### src/rtl/down_counter.sv
`default_nettype none
// ============================================================================
// Module      : down_counter
// Description : Free-running down counter that reloads TOP_VALUE after zero,
//               with a zero flag and a one-cycle registered reload pulse.
// Revision    : 1.0 - initial release
// ============================================================================
module down_counter #(
    parameter int              WIDTH     = 4,
    parameter logic [WIDTH-1:0] TOP_VALUE = {WIDTH{1'b1}}
) (
    input  logic             clk,
    input  logic             reset,
    output logic [WIDTH-1:0] counter,
    output logic             zero,
    output logic             wrap
);

    localparam logic [WIDTH-1:0] c_one = WIDTH'(1);

    logic [WIDTH-1:0] r_counter;
    logic             r_wrap;
    logic             w_zero;

    assign w_zero = (r_counter == '0);

    // Zero is replaced by TOP_VALUE, so the decrement can never underflow.
    always_ff @(posedge clk or negedge reset) begin
        if (!reset) begin
            r_counter <= TOP_VALUE;
            r_wrap    <= 1'b0;
        end else if (w_zero) begin
            r_counter <= TOP_VALUE;
            r_wrap    <= 1'b1;
        end else begin
            r_counter <= r_counter - c_one;
            r_wrap    <= 1'b0;
        end
    end

    assign counter = r_counter;
    assign zero    = w_zero;
    assign wrap    = r_wrap;

endmodule
`default_nettype wire

### config.mk
export PLATFORM = sky130hd
export DESIGN_NAME = down_counter
export DESIGN_NICKNAME = d
export VERILOG_FILES = /design/src/rtl/down_counter.sv
export SDC_FILE = /design/constraint.sdc
export NUM_CORES = 1
export LEC_CHECK = 0
export CORE_AREA = 4 4 41 43
export DETAILED_ROUTE_END_ITERATION = 8
export DIE_AREA = 0 0 45 47
export GPL_ROUTABILITY_DRIVEN = 0
export SLEW_MARGIN = 25
export SYNTH_ARGS = -nofsm -noshare
export SYNTH_HDL_FRONTEND = slang
export SYNTH_SLANG_ARGS = --single-unit
export TNS_END_PERCENT = 1
### constraint.sdc
create_clock -name clk -period 3.9 [get_ports clk]
set_input_delay 0.975 -clock clk [delete_from_list [all_inputs] [get_ports clk]]
set_output_delay 0.975 -clock clk [all_outputs]
set_load 0.005 [all_outputs]
==> summary by stage, run 1 <==
Status
The run finished with clean final reports.

STA
The accumulated negative setup slack is 0 ns. The worst path needs 2.671 ns of the cycle, external delays included. The count of final hold-check violations is 0. For the pin with the worst max-slew slack, the measured transition is roughly 0.22 ns. The clock arrives with 0.001310 ns of skew. Based on the critical path, the design can be clocked at up to roughly 370 MHz.

Setup repair after global routing left no endpoint under its margin. Setup violations remaining at the end of the flow were counted as 0. The worst pin sits at a relative slew slack of between 80 and 90%.

The number of slew-limit violations in the final report is 0. The final critical path takes up between 60% and 70% of the cycle.

Drt
The number of violations reported at the end of detailed-routing iteration 0 is 0. The total routed wirelength is 412 um. The number of antenna-violating nets in the routed design is 0. Dividing the detail-routed wire length by the instance count gives 10.05 um.

The total via count in the routed design is 150. In the routed design, unresolved DRC markers number 0. In the routed layout, each cell is associated on average with a via count of approximately 3.7. The detailed-router iteration count before antenna repair is 1.

Worst setup path
The critical register-to-register path endpoint is counter[0]. Along the worst path, the maximum fanout reaches 5. The startpoint identified for the worst register-to-register timing path is counter[0]. The worst register-to-register path has a depth of 4.

STA classifies the critical path endpoint as a primary output. The data required time of the worst path is between 2 and 3 ns. At the worst endpoint, the arrival time is approximately 1.7 ns. In this run the register-to-register setup slack is between 2 and 3 ns. The critical path start-end classification is register to primary output.

The critical path ends at zero. In this run the worst setup path begins at counter[0]. STA classifies the critical path startpoint as a register.

Power and ir drop
IR analysis of the VDD net gives a maximum drop of about 0.16 mV. For this design the total switching power over the nets is roughly 0.000021 W. In this run, the clock network consumes 52.0% of the power.

The internal power of the cells totals about 0.000092 W. The power share of the sequential group is a little under half. Net switching is between 10% and 20% of the power. Dividing total power by cell area gives a power density of roughly 350 nW/um^2. Summing internal, switching and leakage power gives roughly 0.00011 W. The share of total power dissipated in combinational logic is ~1.6%. The leakage dissipation is ~0.14 nW.

Global routing
The wire length of the first global-routing pass is 793 um. Global routing used 5.962% of the available tracks. The pin count of the biggest net entering global routing is 6.

The total overflow reported by the global router is 0. The number of antenna violations at the first check in global routing is 0. The number of global-route vias before repair is approximately 170.

Floorplan
Once the floorplan was initialized, standard cells occupied between 10% and 20% of the core. The area of the die is between 2000 and 2500 um^2. In this run the horizontal extent of the chip is between 40 and 50 um. The chip height is 47 um. The total area inside the core boundary comes to about 1300 um^2. In this run the count of I/O pins placed on the die edge is 8. The standard-cell row count is 13.

Synthesis
The flip-flop and latch count after synthesis is 5. The total nets after synthesis is 18. The post-synthesis cell area is around 210 um^2. The per-instance average area after synthesis is about 14 um^2. The count of unique library cells instantiated by Yosys is 9.

For this run, the register share of the synthesized area comes to 63.03%. After technology mapping, the gate count stands at 15. During synthesis, Yosys emitted a total of 0 warnings.

Final layout
The most common cell after layout, fill and taps aside is clkdlybuf4s50_1. The top cell types in the final layout, fill and taps aside, are clkdlybuf4s50_1 (7), dfstp_2 (4), inv_1 (3), clkbuf_4 (3), o31ai_1 (2). The antenna diode count is 0. From synthesis to final layout, the design area changed by 55.76%.

In the final layout, the share of cells above drive strength 1 is between 30 and 40%. In the final design database the tool counted 30 nets. Fill cells in the final layout number 143.

Clock network
The TritonCTS buffer count is 3. Post-CTS timing repair inserted 0 buffers for setup. After clock tree synthesis, the clock-pin slew on the worst setup and hold paths is around 0.040 ns. CTS built an H-tree with a depth of 1.

For this design, the sink count on the clock tree is 5. The TritonCTS clock tree is yes. The maximum clock insertion buffer count is 2. At the later pin of the worst-skew pair, clock insertion delay measures approximately 0.24 ns. Buffers inserted to repair hold after CTS numbered 0. The cell at the root of the clock tree is clkbuf_4. In this run, post-CTS repair resized a total of 0 instances.

Worst hold path
The type of the tightest min-delay check is register to register.

Place
The total of buffers placed on input and output ports is 7.

Flow run
The number of maximum-capacitance constraint violations is 0.
==> power groups by stage <==
stage	logic, W	registers, W	clock network (W)
6_report	0.00000181	0.0000523	0.0000586
5_1_grt	0.00000213	0.0000522	0.0000672
4_1_cts	0.00000192	0.0000522	0.0000628
3_5_place_dp	0.00000190	0.0000529	0
3_3_place_gp	0.00000183	0.0000529	0
2_1_floorplan	0.0000000000465	0.0000529	0
==> cell usage after synthesis (all sizes together) <==
| cell type | instances | share of area [%] |
|---|---|---|
| inv | 3 | 5.5 |
| xor2 | 1 | 4.2 |
| ha | 1 | 6.1 |
| o21ba | 1 | 4.8 |
| nor3b | 1 | 6.1 |
| nand2b | 1 | 3.0 |
| dfstp | 4 | 51 |
| dfrtp | 1 | 12 |
| o31ai | 2 | 7.3 |
==> through the flow <==
| step | utilization [%] | hold slack (ns) | instances | worst slack, ns | cell area, um^2 |
|---|---|---|---|---|---|
| floorplan | - | 0.4638 | 15 | 1.965 | 206.4 |
| global placement | 22.69 | 0.4701 | 37 | 1.491 | 295.3 |
| detailed placement | 22.69 | 0.4862 | 37 | 1.476 | 295.3 |
| CTS | 24.71 | 0.4993 | 41 | 1.205 | 321.6 |
| global route | 24.71 | 0.5300 | 41 | 1.122 | 321.6 |
| finish | 24.71 | 0.4926 | 41 | 1.229 | 321.6 |
==> logic make-up (layout without fill, tap and decap cells) <==
| family | after synthesis | after routing | share of synthesized area, % |
|---|---|---|---|
| fa+ha+maj | 1 | 1 | 6.060 |
| flops | 5 | 5 | 63.03 |
| simple gates | 2 | 2 | 9.092 |
| compound gates | 3 | 3 | 12.12 |
| xor+xnor | 1 | 1 | 4.243 |
| buf+inv | 3 | 14 | 5.454 |
==> worst min path at each step <==
stage	from	to	cells after the start
after floorplan	counter[0]	counter[0]	1
after global placement	counter[0]	counter[0]	1
after detailed placement	counter[0]	counter[0]	1
after CTS	counter[0]	counter[0]	1
after global routing	counter[0]	counter[0]	1
final	counter[0]	counter[0]	1
==> critical path: stages (launching register included) <==
cell             delay [ns]
dfstp_2                0.57
inv_1                  0.05
ha_1                   0.22
nor3b_2                0.17
clkdlybuf4s50_1        0.45
==> state kept, by name, indices dropped and copies added, names as in the netlist <==
signal / count
counter: 4
wrap: 1
==> layout make-up <==
type	instances	area, um^2	area share (%)
flip-flops and latches	5	130.1	40.47
repair buffers	7	70.07	21.79
multi-input cells	7	65.06	20.23
clock buffers	4	26.28	8.171
well taps	15	18.77	5.837
inverters	3	11.26	3.502
==> layer usage <==
| layer | vias up | track usage, % | wire (um) |
|---|---|---|---|
| li1 | 72 | - | - |
| met1 | 66 | 6.481 | 183 |
| met2 | 10 | 7.062 | 142 |
| met3 | 2 | 6.130 | 80 |
| met4 | 0 | 3.509 | 5 |
| met5 | - | 0 | 0 |
Note: power is estimated with default switching activity, not from simulation.
==> run 2: changes to the inputs <==
Clock period 3.9 ns to 2.3 ns, I/O delays scaled along.
==> summary by stage, run 2 (synthesized netlist as in run 1, its figures left out) <==
Status
The run finished with clean final reports.

Power and ir drop
The total power divided by cell area is 554.0 nW/um^2 (+58%). The power share of the sequential group was 46.3% (about the same). The internal power is 0.0001556 W (+70%). The fraction of power spent switching nets is 18.66% (+0.082 points). The peak ir drop on the vdd network came to 0.2721 mV (+70%). The leakage dissipation came to 0.1673 nW (+18%).

The clock network fraction of design power is 52.1% (about the same). The total net switching power was 0.00003569 W (+70%). The part of the power in combinational logic is 1.6% (about the same).

Clock network
The maximum clock insertion buffer count was 2 (unchanged). The clock net sink count is 5 (unchanged). The clock-pin slew reported for the worst setup and hold paths after clock tree synthesis is 0.04 ns (about the same). The cell at the root of the clock tree is clkbuf_4.

The level count of the clock H-tree is 1 (unchanged). The TritonCTS buffer count came to 3 (unchanged). The insertion delay of the later-clocked pin in the worst-skew pair was 0.24 ns (about the same).

The TritonCTS clock tree is yes.

STA
The clock period could shrink to about 2.2 ns. The headroom to the max-slew limit is 85.75% (+0.62 points). The count of final hold-check violations was 0 (unchanged).

The accumulated negative setup slack is 0 ns (unchanged). The total setup violations reported at the end of the flow is 0 (unchanged). The transition at the pin with the smallest max-transition slack is 0.2119 ns (-0.01045 ns). The number of slew-limit violations in the final report is 0 (unchanged). The worst hold slack after final layout is 0.4787 ns (-0.01390 ns). The worst path uses between 90% and 100% of the clock period. Setup repair after global routing left no endpoint under its margin. The setup skew after layout came to 0.001548 ns (+0.0002377 ns). Based on the critical path, the design can be clocked at up to roughly 450 MHz.

Floorplan
The number of top-level design ports came to 8 (unchanged). The area of the die is 2115 um^2 (unchanged). The die outline width is 45 um (unchanged). The chip height is 47 um (unchanged).

The standard cell core area is 1301 um^2 (unchanged). The starting utilization of the core area came to 15.87% (unchanged). The standard-cell row count came to 13 (unchanged).

Final layout
The fill cell total of the finished layout was 143 (unchanged). The share of post-route cells with drive strength above 1 came to 39.29% (+8.5 points). The final layout net count was 32 (+6.7%). The utilization after layout is 26.54% (+1.8 points).

The top cell types in the final layout, fill and taps aside, are clkdlybuf4s50_1 (7), dfstp_2 (4), inv_1 (3), clkbuf_4 (3). The synthesis-to-layout area growth is 67.27%. The storage element area is 130.1 um^2 (unchanged). The multi-input combinational cell area is 73.82 um^2 (+13%). Leaving out fill and tap cells, the most frequent cell in the layout is clkdlybuf4s50_1. The antenna diode count came to 0 (unchanged). The number of flip-flops in the largest register was 4 (unchanged).

Drt
The remaining routing DRC violations is 0 (unchanged). The total routed wirelength is 458 um (+11%). The number of violations reported at the end of detailed-routing iteration 0 came to 1 (+1). The detailed-router iteration count before antenna repair is 2 (+1). The via density per instance is 3.628 (-0.84%). The total via count in the routed design is 156 (+4.0%).

The number of antenna-violating nets in the routed design is 0 (unchanged). The final routed wire length divided by cell count is 10.65 um (+6.0%).

Worst setup path
Grouping stages by cell kind, the critical path spends the most delay in flip-flops. The critical path in this run is classified as register to primary output. The data required time of the worst path was 1.73 ns (-1.19 ns).

The slowest stage of the critical path is the dfstp_2 cell. The maximum fanout along the worst path came to 4 (-1). The type of element capturing the critical path is a primary output. The worst setup path is launched from a register.

The combined buffer and inverter count along the critical path is 2 (unchanged). The critical path goes through inv_1, ha_2, nor3b_4, clkdlybuf4s50_1. The worst path arrival time is 1.63 ns (-0.07 ns).

The delay of the slowest critical-path stage was 0.55 ns (-0.02 ns).

Global routing
The total overflow reported by the global router is 0 (unchanged). The wire length of the first global-routing pass is 793 um (unchanged). The all-layer global routing usage is 5.962% (unchanged). The number of global-route vias before repair is 166 (unchanged). The pin count of the biggest net entering global routing came to 6 (unchanged).

The number of antenna violations at the first check in global routing is 0 (unchanged).

Place
The total of buffers placed on input and output ports is 7 (unchanged).

Flow run
The number of maximum-capacitance constraint violations came to 0 (unchanged).

Worst hold path
The type of the tightest min-delay check is register to register.
-- run 2: cell types whose count changed in the layout (fill, tap and decap cells not counted) --
cell | before | now
ha_1 | 1 | 0
nor3b_2 | 1 | 0
buf_4 | 0 | 2
nor3b_4 | 0 | 1
ha_2 | 0 | 1
-- run 2: final timing paths --
path,to,cells after the start,startpoint,slack (ns)
max,zero,4,counter[0],0.09
min,counter[0],1,counter[0],0.48
max reg2reg,counter[0],4,counter[0],1.14
min reg2reg,counter[0],1,counter[0],0.48
max in group asynchronous,counter[1],1,reset,1.50
min in group asynchronous,wrap,1,reset,0.55
-- run 2: cell type report --
cell class | count | share of cell area, %
Tap cell | 15 | 5.435
Multi-Input combinational cell | 7 | 21.38
Sequential cell | 5 | 37.68
Inverter | 3 | 3.261
Clock buffer | 4 | 7.609
Timing Repair Buffer | 9 | 24.64
-- run 2: layer usage --
metal | share of wire [%] | GRT usage (%) | vias to the layer above
li1 | - | - | 75
met3 | 16 | 6.130 | 2
met5 | 0 | 0 | -
met2 | 39 | 7.062 | 8
met4 | 0.87 | 3.509 | 0
met1 | 44 | 6.481 | 71
-- run 2: metrics by stage --
step	cell area (um^2)	total power [W]	setup slack, ns	std cells
floorplan	206.4	0.00008967	0.7649	15
global placement	295.3	0.00009277	0.2912	37
detailed placement	295.3	0.00009287	0.2762	37
CTS	321.6	0.0001983	0.005319	41
global route	345.3	0.0002058	0.004953	43
finish	345.3	0.0001913	0.09358	43
-- run 2: power groups by stage --
stage,Sequential [W],Clock [W],Combinational (W)
finish,0.0000886,0.0000997,0.00000302
global route,0.0000885,0.000114,0.00000360
CTS,0.0000886,0.000106,0.00000325
detailed placement,0.0000897,0,0.00000321
global placement,0.0000897,0,0.00000311
floorplan,0.0000897,0,0.0000000000465
-- run 2: what timing repair did --
action / in CTS / in global routing
hold buffers: 0 / 0
gates resized for setup: 0 / 2
buffers inserted: 0 / 2
endpoints found under the setup margin: 0 / 1
==> edit 1 (flow settings as in run 2) <==
Reset style: synchronous (`reset`), changed in one clocked block.
--- a/src/rtl/down_counter.sv
+++ b/src/rtl/down_counter.sv
@@ -27,3 +27,3 @@
     // Zero is replaced by TOP_VALUE, so the decrement can never underflow.
-    always_ff @(posedge clk or negedge reset) begin
+    always_ff @(posedge clk) begin
         if (!reset) begin
Check against the original RTL: differs if reset is asserted again (counterexample within 4 cycles, from zero or initial values and one cycle with reset low); with reset held inactive, the same outputs for 10 cycles.
==> edit 1 against run 2 <==
Sequential cell count did not move; area after synthesis fell by 4.2%; hold slack got worse by 0.026 ns; wire length fell by 24%; cell area fell by 9.4%; synthesized cell count rose by 40%; setup slack improved by 0.089 ns; clock skew barely moved; largest cell class unchanged.
Power is not compared: it rests on default switching activity, and its combinational part moved more than twofold at a synthesized area within 25%.
==> edit 1: results (changes against run 2) <==
Global route
  – Antenna violations before repair: 0 (unchanged)
  – Vias in the first global route: 131 (-21%)
  – Largest net degree at the start of global routing: 6 (unchanged)
  – Total GRT Usage: 4.59% (-1.4 points)
  – First-pass GRT wire length: 565 um (-29%)

Timing
  – Final setup viols: 0 (unchanged)
  – Worst-Margin Slew: 0.199 ns (-0.0131 ns)
  – Fin. max-slew vios: 0 (unchanged)
  – Clock skew: 0.00169 ns (+0.000138 ns)

Route
  – Initial DRT Pass Iterations: 1 (-1)
  – Via count: 172 (+10%)
  – Iter 0 DRT Violations: 0 (-1)
  – Vias per std cell: 3.66 (+0.87%)
  – DRC errors left: 0 (unchanged)
  – Total Routed Length: 348 um (-24%)

Logic synthesis
  – Xor/xnor share of the synthesized area: 4.43% (+0.19 points)
  – Avg Inst Size Synth: 9.41 um2 (-32%)
  – Prevailing post-synth register cell: dfxtp_1
  – Yosys warning count: 0 (unchanged)
  – Synth top area cells: dfxtp_1 (51%), inv_1 (7.6%), nor4b_2 (7.6%), ha_1 (6.3%), nand3_1 (5.1%)
  – Asr flop ratio synth: 0% (-100 points)
  – Register area share after synthesis: 50.6% (-12 points)
  – Post-synthesis compound-gate area fraction: 8.86% (-3.3 points)
  – Yosys cell types: 12 (+3)
  – Post-Synth Adder-Cell Area: 6.33% (+0.27 points)
  – Synthesized Nets: 24 (+6)
  – Commonest cells in the synthesized netlist: dfxtp_1 (5), inv_1 (4), nand2_1 (2), nand3_1 (2)
  – Multiplexer area fraction after synthesis: 0% (unchanged)

Clocking
  – # H-tree levels: 1 (unchanged)
  – Clock slew at reported path FFs: 0.04 ns (about the same)
  – Post-CTS resize count: 0 (unchanged)
  – Clock Tree Root: clkbuf_4
  – Worst-Skew Late Latency: 0.24 ns (about the same)
  – TritonCTS buffer count: 3 (unchanged)
  – Clk buf depth: 2 (unchanged)
  – Postcts setup bufs: 0 (unchanged)

Worst setup path
  – Cell family with most CP delay: buffers and inverters
  – Worst path max stage delay: 0.44 ns (-0.11 ns)
  – Worst Path Max Fanout: 5 (+1)
  – Arrival time worst endpoint: 1.54 ns (-0.09 ns)
  – CP max-delay cell: clkdlybuf4s50_1

Pwr
  – Worst VDD drop: 0.455 mV
  – Net Switching: 44.8 uW
  – Seq pwr share: 45.2%
  – Leakage power figure: 0.000150 uW
  – Clk pwr share: 45.0%
  – Power, Total: 215 uW

Place
  – DP Area: 287 um2 (-3.0%)
  – HPWL after DPL: 284 um
  – Cells after DPL: 43 (+16%)
  – Port bufs: 7 (unchanged)
  – Pre-CTS setup slack: 0.429 ns (+0.153 ns)

Finish
  – # nets final: 36 (+13%)
  – N_diodes: 0 (unchanged)
  – Max FFs per register: 4 (unchanged)
  – Area growth, synth to finish: 58.2%
  – Share of cells above drive strength 1: 15.6% (-24 points)
  – FILL cells: 153 (+7.0%)

Hold path
  – Worst min path class: reg -> reg

Run status
  – Status: finished clean
-- edit 1: cell count changes after synthesis, moves of 2 or more --
| cell | delta |
|---|---|
| o31ai_1 | -2 |
| dfxtp_1 | +5 |
| dfstp_2 | -4 |
| nand3_1 | +2 |
| nand2_1 | +2 |
-- edit 1: routing by layer --
layer / GRT usage, % / share of wire (%) / wire, um
met4: 1.75 / 0 / 0
met1: 5.03 / 44 / 153
met2: 4.24 / 37 / 130
met5: 0 / 0 / 0
met3: 6.90 / 18 / 63
-- edit 1: worst paths after layout --
check | cells after the start | start | slack, ns | endpoint
worst max-delay path | 5 | counter[0] | 0.18 | zero
worst min-delay path | 1 | counter[0] | 0.45 | counter[0]
worst max register to register | 5 | counter[0] | 1.11 | counter[3]
worst min register to register | 1 | counter[0] | 0.45 | counter[0]
-- edit 1: final cells by class --
class                   instances  share of cell area [%]
well taps                      15                    6.00
repair buffers                  7                    22.4
inverters                       4                    4.80
clock buffers                   4                    8.40
flip-flops and latches          5                    32.0
multi-input cells              12                    26.4
==> edit 2 (flow settings as in run 2) <==
Made on the original files. Set the parameter `WIDTH` to 6 (it was 4).
--- a/src/rtl/down_counter.sv
+++ b/src/rtl/down_counter.sv
@@ -8,3 +8,3 @@
 module down_counter #(
-    parameter int              WIDTH     = 4,
+    parameter int              WIDTH     = 6,
     parameter logic [WIDTH-1:0] TOP_VALUE = {WIDTH{1'b1}}
Interface: changed (resized counter); port bits go from 8 to 10. No check against the original RTL was run, so the function may have changed too.
==> edit 2 against run 2 <==
Sequential cell count up 2; cell area up 36%; clock skew about the same; sequential power up 40%; wire length up 41%; largest power group is now sequential cells; area after synthesis up 53%; highest routed layer is now met3; setup slack better by 0.23 ns; total power up 26%.
==> edit 2: results (changes against run 2) <==
Logic synthesis
  – #FFs+latches synth: 7 (+2)
  – Register area share after synthesis: 57.9% (-5.1 points)
  – Xor/xnor share of the synthesized area: 8.33% (+4.1 points)
  – Post-synthesis compound-gate area fraction: 6.75% (-5.4 points)
  – Synth top area cells: dfstp_2 (50%), xnor2_1 (8.3%), dfrtp_1 (7.9%), ha_1 (7.9%), inv_1 (4.8%)
  – Synthesized Nets: 31 (+13)
  – Yosys cell types: 13 (+4)
  – Cell count after synthesis: 27 (+12)
  – Yosys warning count: 0 (unchanged)
  – Commonest cells in the synthesized netlist: dfstp_2 (6), inv_1 (4), nand2_1 (4)
  – Post-Synth Adder-Cell Area: 7.94% (+1.9 points)

Finish
  – Inverter count: 4 (+1)
  – Largest cell class: flip-flops and latches
  – Cell area after layout: 470 um2 (+36%)
  – Max FFs per register: 6 (+2)
  – Buffering overhead: 22.9% (-1.8 points)
  – Buffers outside the clock class: 11 (+2)
  – Share of cells above drive strength 1: 33.3% (-6.0 points)
  – #MultiIn Comb: 16 (+9)
  – FILL cells: 149 (+4.2%)
  – # nets final: 47 (+47%)
  – Sequential fraction of total cell area: 38.8% (+1.1 points)
  – Multi-input combinational area share: 25.5% (+4.2 points)
  – Final-layout clock-cell area share: 5.59% (-2.0 points)

Worst setup path
  – Cell family with most CP delay: buffers and inverters
  – Worst path max stage delay: 0.53 ns (-0.02 ns)
  – CP max-delay cell: dfstp_2
  – Arrival time worst endpoint: 1.41 ns (-0.22 ns)

Global route
  – Total GRT Usage: 7.72% (+1.8 points)
  – Largest net degree at the start of global routing: 8 (+2)
  – Grt met2 use: 10.5% (+3.4 points)
  – M1 GR Usage: 8.82% (+2.3 points)
  – Met3 usage: 7.28% (+1.1 points)
  – Vias in the first global route: 254 (+53%)
  – First-pass GRT wire length: 1050 um (+32%)

Route
  – Via count: 237 (+52%)
  – Wire per inst: 11.3 um (+6.4%)
  – Met1 wire length: 301 um (+51%)
  – Total Routed Length: 646 um (+41%)
  – WL met3: 78 um (+6.8%)
  – Met2 WL: 267 um (+49%)
  – DR top layer: met3
  – Iter 0 DRT Violations: 9 (+8)

Pwr
  – Worst VDD drop: 0.284 mV (+4.5%)
  – Pint: 192 uW (+23%)
  – Power Sequential: 124 uW (+40%)
  – Seq pwr share: 51.4% (+5.1 points)
  – Leakage power figure: 0.000230 uW (+37%)

Timing
  – Clock skew: 0.00195 ns (+0.000404 ns)
  – Worst-Margin Slew: 0.317 ns (+0.106 ns)

Place
  – Pre-CTS setup slack: 0.275 ns (-0.00120 ns)
  – Port bufs: 9 (+2)
  – Cells after DPL: 52 (+41%)
  – DP Area: 432 um2 (+46%)

Clocking
  – Postcts setup bufs: 1 (+1)

Hold path
  – Worst min path class: reg -> reg

Run status
  – Status: finished clean
==> edit 2: cell count changes in the layout (fill, tap and decap cells not counted), sizes merged, moves of 2 or more <==
| cell | change |
|---|---|
| nand2 | +4 |
| nor3 | +2 |
| xnor2 | +3 |
| dfstp | +2 |
| o31ai | -2 |
==> edit 2: worst register-to-register path, delay by kind of cell, from the launching register on <==
| family | cells | cell delay (ns) |
|---|---|---|
| fa+ha+maj | 1 | 0.22 |
| buf+inv | 1 | 0.07 |
| flops | 1 | 0.53 |
| simple gates | 2 | 0.22 |
| xor+xnor | 1 | 0.13 |
==> edit 2: worst paths after layout <==
path	from	end	slack, ns	cells past startpoint
worst max-delay path	counter[0]	counter[0]	0.32	2
worst min-delay path	counter[5]	counter[5]	0.54	2
worst max register to register	counter[0]	counter[4]	1.06	5
worst min register to register	counter[5]	counter[5]	0.54	2
max in group asynchronous	reset	counter[1]	1.43	1
min in group asynchronous	reset	wrap	0.58	1
